### src/rtl/pulse_sync_sched.sv
// Round-robin scheduler sharing one pulse_sync lane between NUM_REQ source-domain
// requesters; issues spaced single-cycle pulses with a stable id_out sideband.
module pulse_sync_sched #(
  parameter int NUM_REQ = 4,
  parameter int CNT_W   = 4,
  parameter int MIN_GAP = 6,
  localparam int ID_W   = (NUM_REQ > 1) ? $clog2(NUM_REQ) : 1
) (
  input  logic               clk_in,
  input  logic               resetn,
  input  logic [NUM_REQ-1:0] req_pulse,
  input  logic [NUM_REQ-1:0] req_en,
  input  logic               ovf_clr,
  output logic               din_out,
  output logic [ID_W-1:0]    id_out,
  output logic [NUM_REQ-1:0] pending,
  output logic [NUM_REQ-1:0] pend_ovf,
  output logic               busy
);

  typedef enum logic [1:0] {IDLE, SETUP, ISSUE, GAP} state_t;

  localparam int GAP_W = (MIN_GAP > 1) ? $clog2(MIN_GAP) : 1;
  localparam logic [CNT_W-1:0] CNT_MAX = '1;

  state_t             state, state_nxt;
  logic [GAP_W-1:0]   gap_cnt;
  logic [CNT_W-1:0]   cnt [NUM_REQ];
  logic [ID_W-1:0]    rr_ptr;
  logic [ID_W-1:0]    grant_idx;
  logic [NUM_REQ-1:0] elig;
  logic               grant_any;
  logic               grant_do;
  logic               gap_last;

  always_comb begin
    elig    = '0;
    pending = '0;
    for (int i = 0; i < NUM_REQ; i++) begin
      pending[i] = (cnt[i] != '0);
      elig[i]    = (cnt[i] != '0) && req_en[i];
    end
  end

  // Walk from farthest to nearest so the candidate closest after rr_ptr wins.
  always_comb begin
    logic [ID_W-1:0] cand;
    cand      = '0;
    grant_any = 1'b0;
    grant_idx = rr_ptr;
    for (int k = NUM_REQ; k >= 1; k--) begin
      cand = ID_W'((int'(rr_ptr) + k) % NUM_REQ);
      if (elig[cand]) begin
        grant_any = 1'b1;
        grant_idx = cand;
      end
    end
  end

  assign gap_last = (gap_cnt == GAP_W'(MIN_GAP - 1));
  assign busy     = (state != IDLE);

  always_comb begin
    state_nxt = state;
    grant_do  = 1'b0;
    case (state)
      IDLE: begin
        if (grant_any) begin
          grant_do  = 1'b1;
          state_nxt = SETUP;
        end
      end
      SETUP: state_nxt = ISSUE;
      ISSUE: state_nxt = GAP;
      GAP: begin
        if (gap_last) begin
          if (grant_any) begin
            grant_do  = 1'b1;
            state_nxt = SETUP;
          end else begin
            state_nxt = IDLE;
          end
        end
      end
      default: state_nxt = IDLE;
    endcase
  end

  always_ff @(posedge clk_in or negedge resetn) begin
    if (!resetn) begin
      state   <= IDLE;
      gap_cnt <= '0;
      rr_ptr  <= ID_W'(NUM_REQ - 1);
      id_out  <= '0;
      din_out <= 1'b0;
    end else begin
      state   <= state_nxt;
      gap_cnt <= (state == GAP) ? gap_cnt + 1'b1 : '0;
      din_out <= (state_nxt == ISSUE);
      if (grant_do) begin
        rr_ptr <= grant_idx;
        id_out <= grant_idx;
      end
    end
  end

  // A pulse arriving at saturation is lost; a grant in the same cycle absorbs it instead.
  always_ff @(posedge clk_in or negedge resetn) begin
    if (!resetn) begin
      for (int i = 0; i < NUM_REQ; i++) cnt[i] <= '0;
      pend_ovf <= '0;
    end else begin
      for (int i = 0; i < NUM_REQ; i++) begin
        if (req_pulse[i] && !(grant_do && grant_idx == ID_W'(i))) begin
          if (cnt[i] != CNT_MAX) cnt[i] <= cnt[i] + 1'b1;
        end else if (!req_pulse[i] && grant_do && grant_idx == ID_W'(i)) begin
          cnt[i] <= cnt[i] - 1'b1;
        end
        if (req_pulse[i] && !(grant_do && grant_idx == ID_W'(i)) && cnt[i] == CNT_MAX)
          pend_ovf[i] <= 1'b1;
        else if (ovf_clr)
          pend_ovf[i] <= 1'b0;
      end
    end
  end

endmodule

### config.mk
export PLATFORM = sky130hd
export DESIGN_NAME = pulse_sync_sched
export DESIGN_NICKNAME = d
export VERILOG_FILES = /design/src/rtl/pulse_sync_sched.sv
export SDC_FILE = /design/constraint.sdc
export NUM_CORES = 1
export LEC_CHECK = 0
export BUFFER_PORTS_ARGS = -buffer_cell sky130_fd_sc_hd__buf_2
export CAP_MARGIN = 20
export CORE_ASPECT_RATIO = 0.7
export CORE_MARGIN = 4
export CORE_UTILIZATION = 25
export DETAILED_ROUTE_END_ITERATION = 8
export GPL_TIMING_DRIVEN = 0
export SLEW_MARGIN = 20
export SYNTH_ARGS = -nofsm -noshare
export SYNTH_HDL_FRONTEND = slang
export SYNTH_SLANG_ARGS = --single-unit
### constraint.sdc
create_clock -name clk_in -period 5.5 [get_ports clk_in]
set_clock_uncertainty 0.1 [all_clocks]
set_input_delay 0.55 -clock clk_in [delete_from_list [all_inputs] [get_ports clk_in]]
set_output_delay 0.55 -clock clk_in [all_outputs]
set_load 0.05 [all_outputs]
=== Word-level counts from Yosys, hierarchy flattened ===
Cells that the tools add are included.
Widths: inputs -> output; s select.

* Muxes and demuxes: 41
* Reduce and logical (&&, ||, !) cells: 51
* Add/sub/neg operators: 13
* $lt $le $gt $ge: 4
* Equal/unequal tests: 20

{| class="wikitable"
|+ Operators with widths
! operator !! number
|-
| $mux 4 || 12
|-
| $logic_and 1x1->1 || 24
|-
| $reduce_bool 2->1 || 9
|-
| $add 4x1->4 const B || 4
|-
| $eq 4x4->1 const B || 4
|-
| $mux 1 || 16
|-
| $ne 4x4->1 const B || 4
|-
| $reduce_bool 4->1 || 4
|-
| $sub 4x1->4 const B || 4
|-
| $lt 2x3->1 const B || 4
|-
| $mux 2 || 6
|-
| $eq 2x2->1 const B || 5
|-
| $bmux 1 s2 || 4
|-
| $logic_not 1->1 || 8
|-
| $pmux 2 s4 || 1
|-
| $reduce_and 2->1 || 4
|-
| $ne 2x1->1 const B || 3
|-
| $add 2x1->2 const B || 2
|-
| $add 2x2->2 const B || 2
|-
| $eq 2x1->1 const B || 2
|-
| $logic_not 2->1 || 2
|-
| $add 3x1->3 const B || 1
|-
| $eq 3x3->1 const B || 1
|-
| $mux 3 || 1
|-
| other kinds (2) || 2
|}

* Word-level logic and storage cells: 142
* Flip-flop bits (word level): 30
* Bits of input ports: 11

=== Depth between registers and ports, before layout ===
Gate-level depths: netlist of run 1.

* Depth in word-level cells: 16
* Depth in mapped cells: 13
* Mapped depth without buffers: 13

=== Worst setup path before layout of run 1 ===
No wires, ideal clock.

* Path kind: reg-to-reg
* Start: register cnt[11] (netlist name)
* End: register cnt[15] (netlist name)
* Clock period less this slack: 3224 ps
* Setup time: 126 ps
* Path slack: 2276 ps
* Cell stages (with the launch flop): 12
* Arrival: 2999 ps
* Cells stage by stage: dfrtp_1 -> or4_4 -> o2bb2ai_2 -> a211oi_4 -> nand2_1 -> o21ai_0 -> ha_1 -> a21o_1 -> a21oi_1 -> nor2b_1 -> mux2i_1 -> xnor2_1

* Longest elaborated chain between the ends: 16

{| class="wikitable"
|+ Ends and longest elaborated chain
! element !! RTL line !! text
|-
| start, declared || 28 || <nowiki>logic [CNT_W-1:0] cnt [NUM_REQ];</nowiki>
|-
| start signal, assigned by index || 117 || <nowiki>cnt[i] <= cnt[i] - 1'b1;</nowiki>
|-
| $reduce_bool 4->1 * || - ||
|-
| named net pending[1] || 16 || <nowiki>output logic [NUM_REQ-1:0] pending,</nowiki>
|-
| $logic_and 1x1->1 * || 41 || <nowiki>elig[i] = (cnt[i] != '0) && req_en[i];</nowiki>
|-
| $bmux 1 s2 || 53 || <nowiki>if (elig[cand]) begin</nowiki>
|-
| $mux 1 (implied by the code) || 53 ||
|-
| $mux 1 (4 in a row) || 53 ||
|-
| $mux 1 || 68, 77 ||
|-
| $mux 1 || 76 || <nowiki>if (gap_last) begin</nowiki>
|-
| $pmux 1 s2 || 66 || <nowiki>case (state)</nowiki>
|-
| $logic_and 1x1->1 || 114 || <nowiki>if (req_pulse[i] && !(grant_do && grant_idx == ID_W'(i))) begin</nowiki>
|-
| $logic_not 1->1 || 114 ||
|-
| $logic_and 1x1->1 || 114 ||
|-
| $ne 2x1->1 (no line) or $reduce_bool 2->1 (tied branches) || - ||
|-
| $reduce_and 2->1 (no line) || - ||
|}

The timed path passes the listed nets; every way through them passes the cells marked *. The select of a mux whose other input is x is not followed.
A chain may end at the register's enable or synchronous reset.

=== Final worst setup path of run 1 ===
* Start: register cnt[13] (netlist name)
* End: register cnt[11] (netlist name)

* Longest elaborated chain between the ends: 16

{| class="wikitable"
|+ Ends and longest elaborated chain
! element !! RTL line
|-
| $reduce_bool 4->1 * || 41
|-
| $logic_and 1x1->1 * || 41
|-
| $bmux 1 s2 || 53
|-
| $mux 1 (implied by the code) || 53
|-
| $mux 1 (4 in a row) || 53
|-
| $mux 1 || 68, 77
|-
| $mux 1 || 76
|-
| $pmux 1 s2 || 66
|-
| $logic_and 1x1->1 || 114
|-
| $logic_not 1->1 || 114
|-
| $logic_and 1x1->1 || 114
|-
| $ne 2x2->1 (no line) or $reduce_bool 2->1 (tied branches) || -
|-
| $reduce_and 2->1 (no line) || -
|}

Every way passes the cells marked *; elsewhere a longest branch is shown, timed or not. The select of a mux whose other input is x is not followed.

==> results.toml, run 1 <==
[synthesis]
synthDistinctLibCells = 40
syn-num-nets = 209
syn_area_per_cell_sq_um = 11.32
synth-edff-count = 0
yosys_warnings = 0
ys_ff_latch = 30
ys_seq_area_share_pct = 37.18
syn_inst = 179
synthArstFlopShare_pct = 100.0
synth_area_sq_um = 2026
ys.flop_type = "dfrtp_1"

[floorplanning]
fp.dieArea_sq_um = 9630
initial_core_util_pct = 25.74
die_x_microns = 115.6
coreArea_sq_um = 7871
rows = 27
die_h_microns = 83.31
pin_count = 23

[clocking]
clock_path_buffers = 2
root_buffer = "clkbuf_16"
postCtsHoldBufs = 0
numCtsBuffers = 5
cts_tree = "yes"
clkSlewWorstSetupHoldPaths_ns = 0.05
cts.sinks = 30
cts_setup_buffers = 0
clock_latency_ns = 0.27
htreeDepth = 2
ctsResizeCount = 0

[timing]
post-route-min-period_ns = 3.541
slew_headroom_pct = 50.02
setup_viol = 0
final.period_utilization_pct = 64.39
max_freq_ghz = 0.2824
timing.hold.ws_ns = 0.2199
finalSetupTns_ns = 0
tightest_slew_ns = 0.7433
rsz0062_at_grt = "false"
finalHoldViolations = 0
slew_violations = 0

[place]
portBuffers = 22
gp_congestion = 0.8418
hpwl_microns = 3098
place_inst = 302

[route]
top_layer = "met4"
vias_per_cell = 4.498
route.vias.total = 1390
drc_errors = 0
dr_wl_met2_microns = 1666
wl_met3_microns = 193
ant_nets = 0
wl_microns = 3957
dr.pass1.iters = 4
post_drt_wl_per_cell_microns = 12.81
drt_iter0_markers = 40
wl_met1_microns = 2081

[layout]
num-nets-final = 238
finalNonFillerCells = 309
n_antenna_cell = 0
syn_to_final_growth_pct = 18.22
drive_gt1_share_pct = 23.08
utilization_pct = 30.42

[critical_path]
crit_arrival_ns = 3.64
cp_max_fo = 8
cp-end-kind = "register"
path_class = "register to register"
worst_ep_required_time_ns = 5.60
critPathLaunchType = "register"

[pwr]
power.density_nw_per_um2 = 620.5
peakVddDrop_mv = 0.1930
p_leak_nw = 1.076

[grt]
grt_pass1_wl_microns = 6699
grt_start_max_net_pins = 31
gr-total-overflow = 0
grt_pass1_vias = 1337
grt_use_total_pct = 8.800
antenna_found_initial = 0

[status]
status = "complete, no violations"

[run]
max_cap_viol_count = 0

[worst_hold_path]
min_path_type = "input pin to asynchronous set/reset pin"
-- placed cells by master (no fill, tap or decap), drive strengths merged, types with 4 or more instances in the layout --
cell type  count
fa             4
nand2          9
a21o           6
mux2          10
inv           12
nor2b          8
or4            6
xnor2          4
buf           22
xor2           6
o22ai          4
nor2           7
ha            15
a21oi          6
clkbuf         7
o21ai          5
mux2i         10
o41ai          4
dfrtp         28
nand4          5
-- cells in the mapped netlist, drive strengths merged (3+ instances only) --
cell     instances  share of area, %
xnor2            4               1.7
nand4            5               1.5
ha              15               9.3
fa               4               4.0
nand3            3              0.99
and2             3              0.93
o21a             3               1.1
nand2            9               1.7
nor2             7               1.3
mux2i           10               4.9
nor2b            8               2.5
xor2             6               2.6
mux2            10               6.3
nand2b           3              0.93
or4              6               2.4
o2bb2ai          3               1.9
a21oi            6               1.5
inv             12               2.2
o21ai            5               1.2
o22ai            4               1.2
dfrtp           28                35
a21o             6               2.2
o41ai            4               4.5
-- metrics by stage --
| step | power, mW | instance area (sq um) | setup slack (ns) |
|---|---|---|---|
| floorplan | 1.077 | 2026 | 2.276 |
| global placement | 1.219 | 2262 | 1.960 |
| detailed placement | 1.240 | 2262 | 1.933 |
| CTS | 1.502 | 2395 | 1.934 |
| global route | 1.611 | 2395 | 1.597 |
| finish | 1.486 | 2395 | 1.959 |
-- state kept, by name, indices dropped and copies added, names as in the netlist --
register / cells
cnt: 16
din_out: 1
gap_cnt: 3
id_out: 2
pend_ovf: 4
rr_ptr: 2
state: 2
-- critical path: stages (launching register included) --
cell      delay [ns]
dfrtp_1         0.46
o41ai_4         0.49
nor3b_1         0.39
a211oi_4        0.13
o31ai_1         0.69
ha_1            0.36
a21o_1          0.17
a21oi_1         0.23
nor2_1          0.08
mux2_2          0.26
mux2i_1         0.13
-- final cells by class --
class / instances / area, sq um
clock buffer: 7 / 132.6
fill: 811 / 5477
inverter: 12 / 45.04
multi-input combinational: 137 / 1227
tap: 101 / 126.4
timing repair buffer: 22 / 110.1
sequential: 30 / 753.2
-- kinds of logic (layout without fill, tap and decap cells) --
| logic type | after synthesis | after routing | share of synthesized area, % |
|---|---|---|---|
| simple gates | 49 | 49 | 14.33 |
| compound gates | 39 | 39 | 17.48 |
| flops | 30 | 30 | 37.18 |
| mux | 20 | 20 | 11.24 |
| fa+ha+maj | 19 | 19 | 13.22 |
| buf+inv | 12 | 41 | 2.223 |
| xor+xnor | 10 | 10 | 4.323 |
-- where the power goes --
group	total, mW	switching (mW)	internal (mW)
Sequential	0.484	0.155	0.329
Clock	0.256	0.0914	0.165
Combinational	0.746	0.412	0.334
Total	1.49	0.658	0.828
-- metal layers --
layer | up-vias | GRT usage (%)
met2 | 15 | 12.24
li1 | 716 | -
met5 | - | 0
met4 | 0 | 0.9595
met3 | 2 | 4.151
met1 | 657 | 12.72
-- worst paths after layout --
check                                     start                    to  slack (ns)  cells after the start
max                         cnt[13]$_DFFE_PN0P_   cnt[11]$_DFFE_PN0P_        1.96                     10
min                                      resetn    cnt[1]$_DFFE_PN0P_        0.22                      1
max reg2reg                 cnt[13]$_DFFE_PN0P_   cnt[11]$_DFFE_PN0P_        1.96                     10
min reg2reg                gap_cnt[0]$_DFF_PN0_  gap_cnt[0]$_DFF_PN0_        0.36                      1
max in group asynchronous                resetn  gap_cnt[0]$_DFF_PN0_        4.63                      1
min in group clk_in        gap_cnt[0]$_DFF_PN0_  gap_cnt[0]$_DFF_PN0_        0.36                      1
(Power assumes the default switching activity.)
==> run 2, diff against run 1 <==
--- a/config.mk
+++ b/config.mk
@@ -5,6 +5,7 @@
 export SDC_FILE = /design/constraint.sdc
 export NUM_CORES = 1
 export LEC_CHECK = 0
+export ABC_AREA = 1
 export BUFFER_PORTS_ARGS = -buffer_cell sky130_fd_sc_hd__buf_2
 export CAP_MARGIN = 20
 export CORE_ASPECT_RATIO = 0.7
==> constraint.sdc (replaced) <==
create_clock -name clk_in -period 3.4 [get_ports clk_in]
set_clock_uncertainty 0.1 [all_clocks]
set_input_delay 0.34 -clock clk_in [delete_from_list [all_inputs] [get_ports clk_in]]
set_output_delay 0.34 -clock clk_in [all_outputs]
set_load 0.05 [all_outputs]
==> run 2 against run 1 <==
Against the previous run:
- die area rose by 3.9%
- highest routed layer unchanged
- sequential share of layout area decreased by 1.1 points
- maximum frequency is 19% higher
- critical path depth is 10 higher
- clock-buffer cell count rose by 1
- final cell count grew 24%
- routed wire length rose by 19%
- worst setup slack worse by 1.5 ns
- register-to-register slack got worse by 1.5 ns
- via count increased by 27%
- area after synthesis grew 4.3%
- core utilization increased by 0.48 points
==> results.toml, run 2 <==
[status]
status = "complete, no violations"

[clocking]
clock_path_buffers = 2
cts.sinks = 30
ctsResizeCount = 0
htreeDepth = 2
clkSlewWorstSetupHoldPaths_ns = 0.05
cts_setup_buffers = 0
cts_tree = "yes"
postCtsHoldBufs = 0
numCtsBuffers = 5
root_buffer = "clkbuf_16"
clock_latency_ns = 0.27

[floorplanning]
coreArea_sq_um = 8040
die_x_microns = 117.9
die_h_microns = 84.90
fp.dieArea_sq_um = 10010
rows = 27
initial_core_util_pct = 26.27
pin_count = 23

[timing]
finalSetupTns_ns = 0
finalHoldViolations = 0
slew_headroom_pct = 52.10
final.period_utilization_pct = 87.25
max_freq_ghz = 0.3371
slew_violations = 0
tightest_slew_ns = 0.7185
post-route-min-period_ns = 2.966
rsz0062_at_grt = "false"
setup_viol = 0

[pwr]
peakVddDrop_mv = 0.2851
power.density_nw_per_um2 = 1116
p_leak_nw = 1.228
power_mw = 2.773

[route]
route.vias.total = 1763
vias_per_cell = 4.591
drc_errors = 0
wl_microns = 4728
drt_iter0_markers = 75
dr.pass1.iters = 4
post_drt_wl_per_cell_microns = 12.31
ant_nets = 0

[worst_hold_path]
min_path_type = "input pin to asynchronous set/reset pin"

[critical_path]
path_class = "register to register"
critPathLaunchType = "register"
crit_arrival_ns = 3.02
cp-end-kind = "register"
cp_max_fo = 8
worst_ep_required_time_ns = 3.46
r2r_slack_ns = 0.43

[synthesis]
synthDistinctLibCells = 27
ys.flop_type = "dfrtp_1"
synthArstFlopShare_pct = 100.0
syn_inst = 253
syn-num-nets = 283
yosys_warnings = 0
synth.area.top_cells = "dfrtp_1, nand2_1, ha_1"
synth_area_sq_um = 2112
synth_most_common_cell = "nand2_1"
ys_ff_latch = 30
synth_largest_area_cell = "dfrtp_1"
synth_commonest_cells = "nand2_1, dfrtp_1, inv_1, nand3_1, nor2_1"
synth-edff-count = 0
ys_seq_area_share_pct = 35.66
synth_top_area_share_pct = 33.18
syn_area_per_cell_sq_um = 8.348

[layout]
num-nets-final = 312
largest-register = "cnt"
fill_cells = 857
n_antenna_cell = 0
final_cell_mix = "nand2_1, dfrtp_1, inv_1, nand3_1, buf_2"
drive_gt1_share_pct = 24.38
syn_to_final_growth_pct = 17.65
top_regs = "cnt (16), pend_ovf (4), gap_cnt (3)"
largest_register_ffs = 16
final_common_cell = "nand2_1"

[place]
hpwl_microns = 3746
portBuffers = 22
gp_congestion = 0.8386

[grt]
grt_use_total_pct = 10.15
gr-total-overflow = 0
grt_pass1_vias = 1732
grt_pass1_wl_microns = 8197
grt_start_max_net_pins = 31
antenna_found_initial = 0

[run]
max_cap_viol_count = 0
## run 2: layout make-up
| class | instances | area [sq um] | area share (%) |
|---|---|---|---|
| Multi-Input combinational cell | 191 | 1231 | 49.55 |
| Timing Repair Buffer | 22 | 110.1 | 4.431 |
| Sequential cell | 30 | 753.2 | 30.31 |
| Clock buffer | 8 | 136.4 | 5.488 |
| Inverter | 31 | 116.4 | 4.683 |
| Buffer | 1 | 11.26 | 0.4532 |
| Tap cell | 101 | 126.4 | 5.086 |
## run 2: path summary, 6_finish.rpt
check                                           to  cells after the start             startpoint
setup / recovery                cnt[3]$_DFFE_PN0P_                     20  rr_ptr[0]$_DFFE_PN1P_
hold reg to reg               gap_cnt[0]$_DFF_PN0_                      1   gap_cnt[0]$_DFF_PN0_
setup reg to reg                cnt[3]$_DFFE_PN0P_                     20  rr_ptr[0]$_DFFE_PN1P_
max in group asynchronous      cnt[14]$_DFFE_PN0P_                      1                 resetn
min in group clk_in        pend_ovf[2]$_DFFE_PN0P_                      2                ovf_clr
hold / removal             pend_ovf[2]$_DFFE_PN0P_                      1                 resetn
## run 2: layer usage
metal  GRT usage, %  part of all wire (%)  wire, microns
met5              0                     0              0
met4          2.553                  0.87             41
met3          3.198                   4.0            190
met2          15.85                    44           2077
met1          13.68                    51           2418
## run 2: kinds of logic (layout without fill, tap and decap cells)
group / count (synthesis) / in the layout / synth area share (%)
DFF: 30 / 30 / 35.66
and+or+nand+nor: 142 / 142 / 35.37
xor gates and xnor gates: 10 / 10 / 4.502
buffers and inverters: 32 / 62 / 6.043
adders and majority gates: 19 / 19 / 12.68
AOI/OAI and AO/OA: 20 / 20 / 5.747
## run 2: worst max-delay path, stage by stage, from the launching register on
cell and delay, ns:
dfstp_2 0.52, buf_6 0.13, inv_2 0.09, nand3_1 0.12
nand2_1 0.06, nand2_1 0.11, nand2_1 0.08, o21ai_2 0.13
nand2_1 0.08, nand2_2 0.15, nand3_2 0.13, nand2_1 0.21
ha_1 0.31, nand2_1 0.08, nand2_1 0.04, a31oi_1 0.19
inv_1 0.06, nand2_1 0.08, nand3_1 0.08, nand2_1 0.06
nand2_1 0.05
## run 2: per-stage QoR
stage	setup WS [ns]	std cells	utilization [%]	hold WS (ns)	cell area, sq um
2_1_floorplan	0.6407	253	-	-0.05559	2112
3_3_place_gp	0.4874	376	29.21	0.3326	2349
3_5_place_dp	0.4315	376	29.21	0.3360	2349
4_1_cts	0.4213	384	30.91	0.04074	2485
5_1_grt	0.06904	384	30.91	0.08508	2485
6_report	0.4336	384	30.91	0.01586	2485
## run 2: where the power goes
group	leakage, nW	internal (mW)	switching, mW
sequential	0.366	0.531	0.184
clock	0.0652	0.271	0.146
combinational	0.797	0.558	1.08
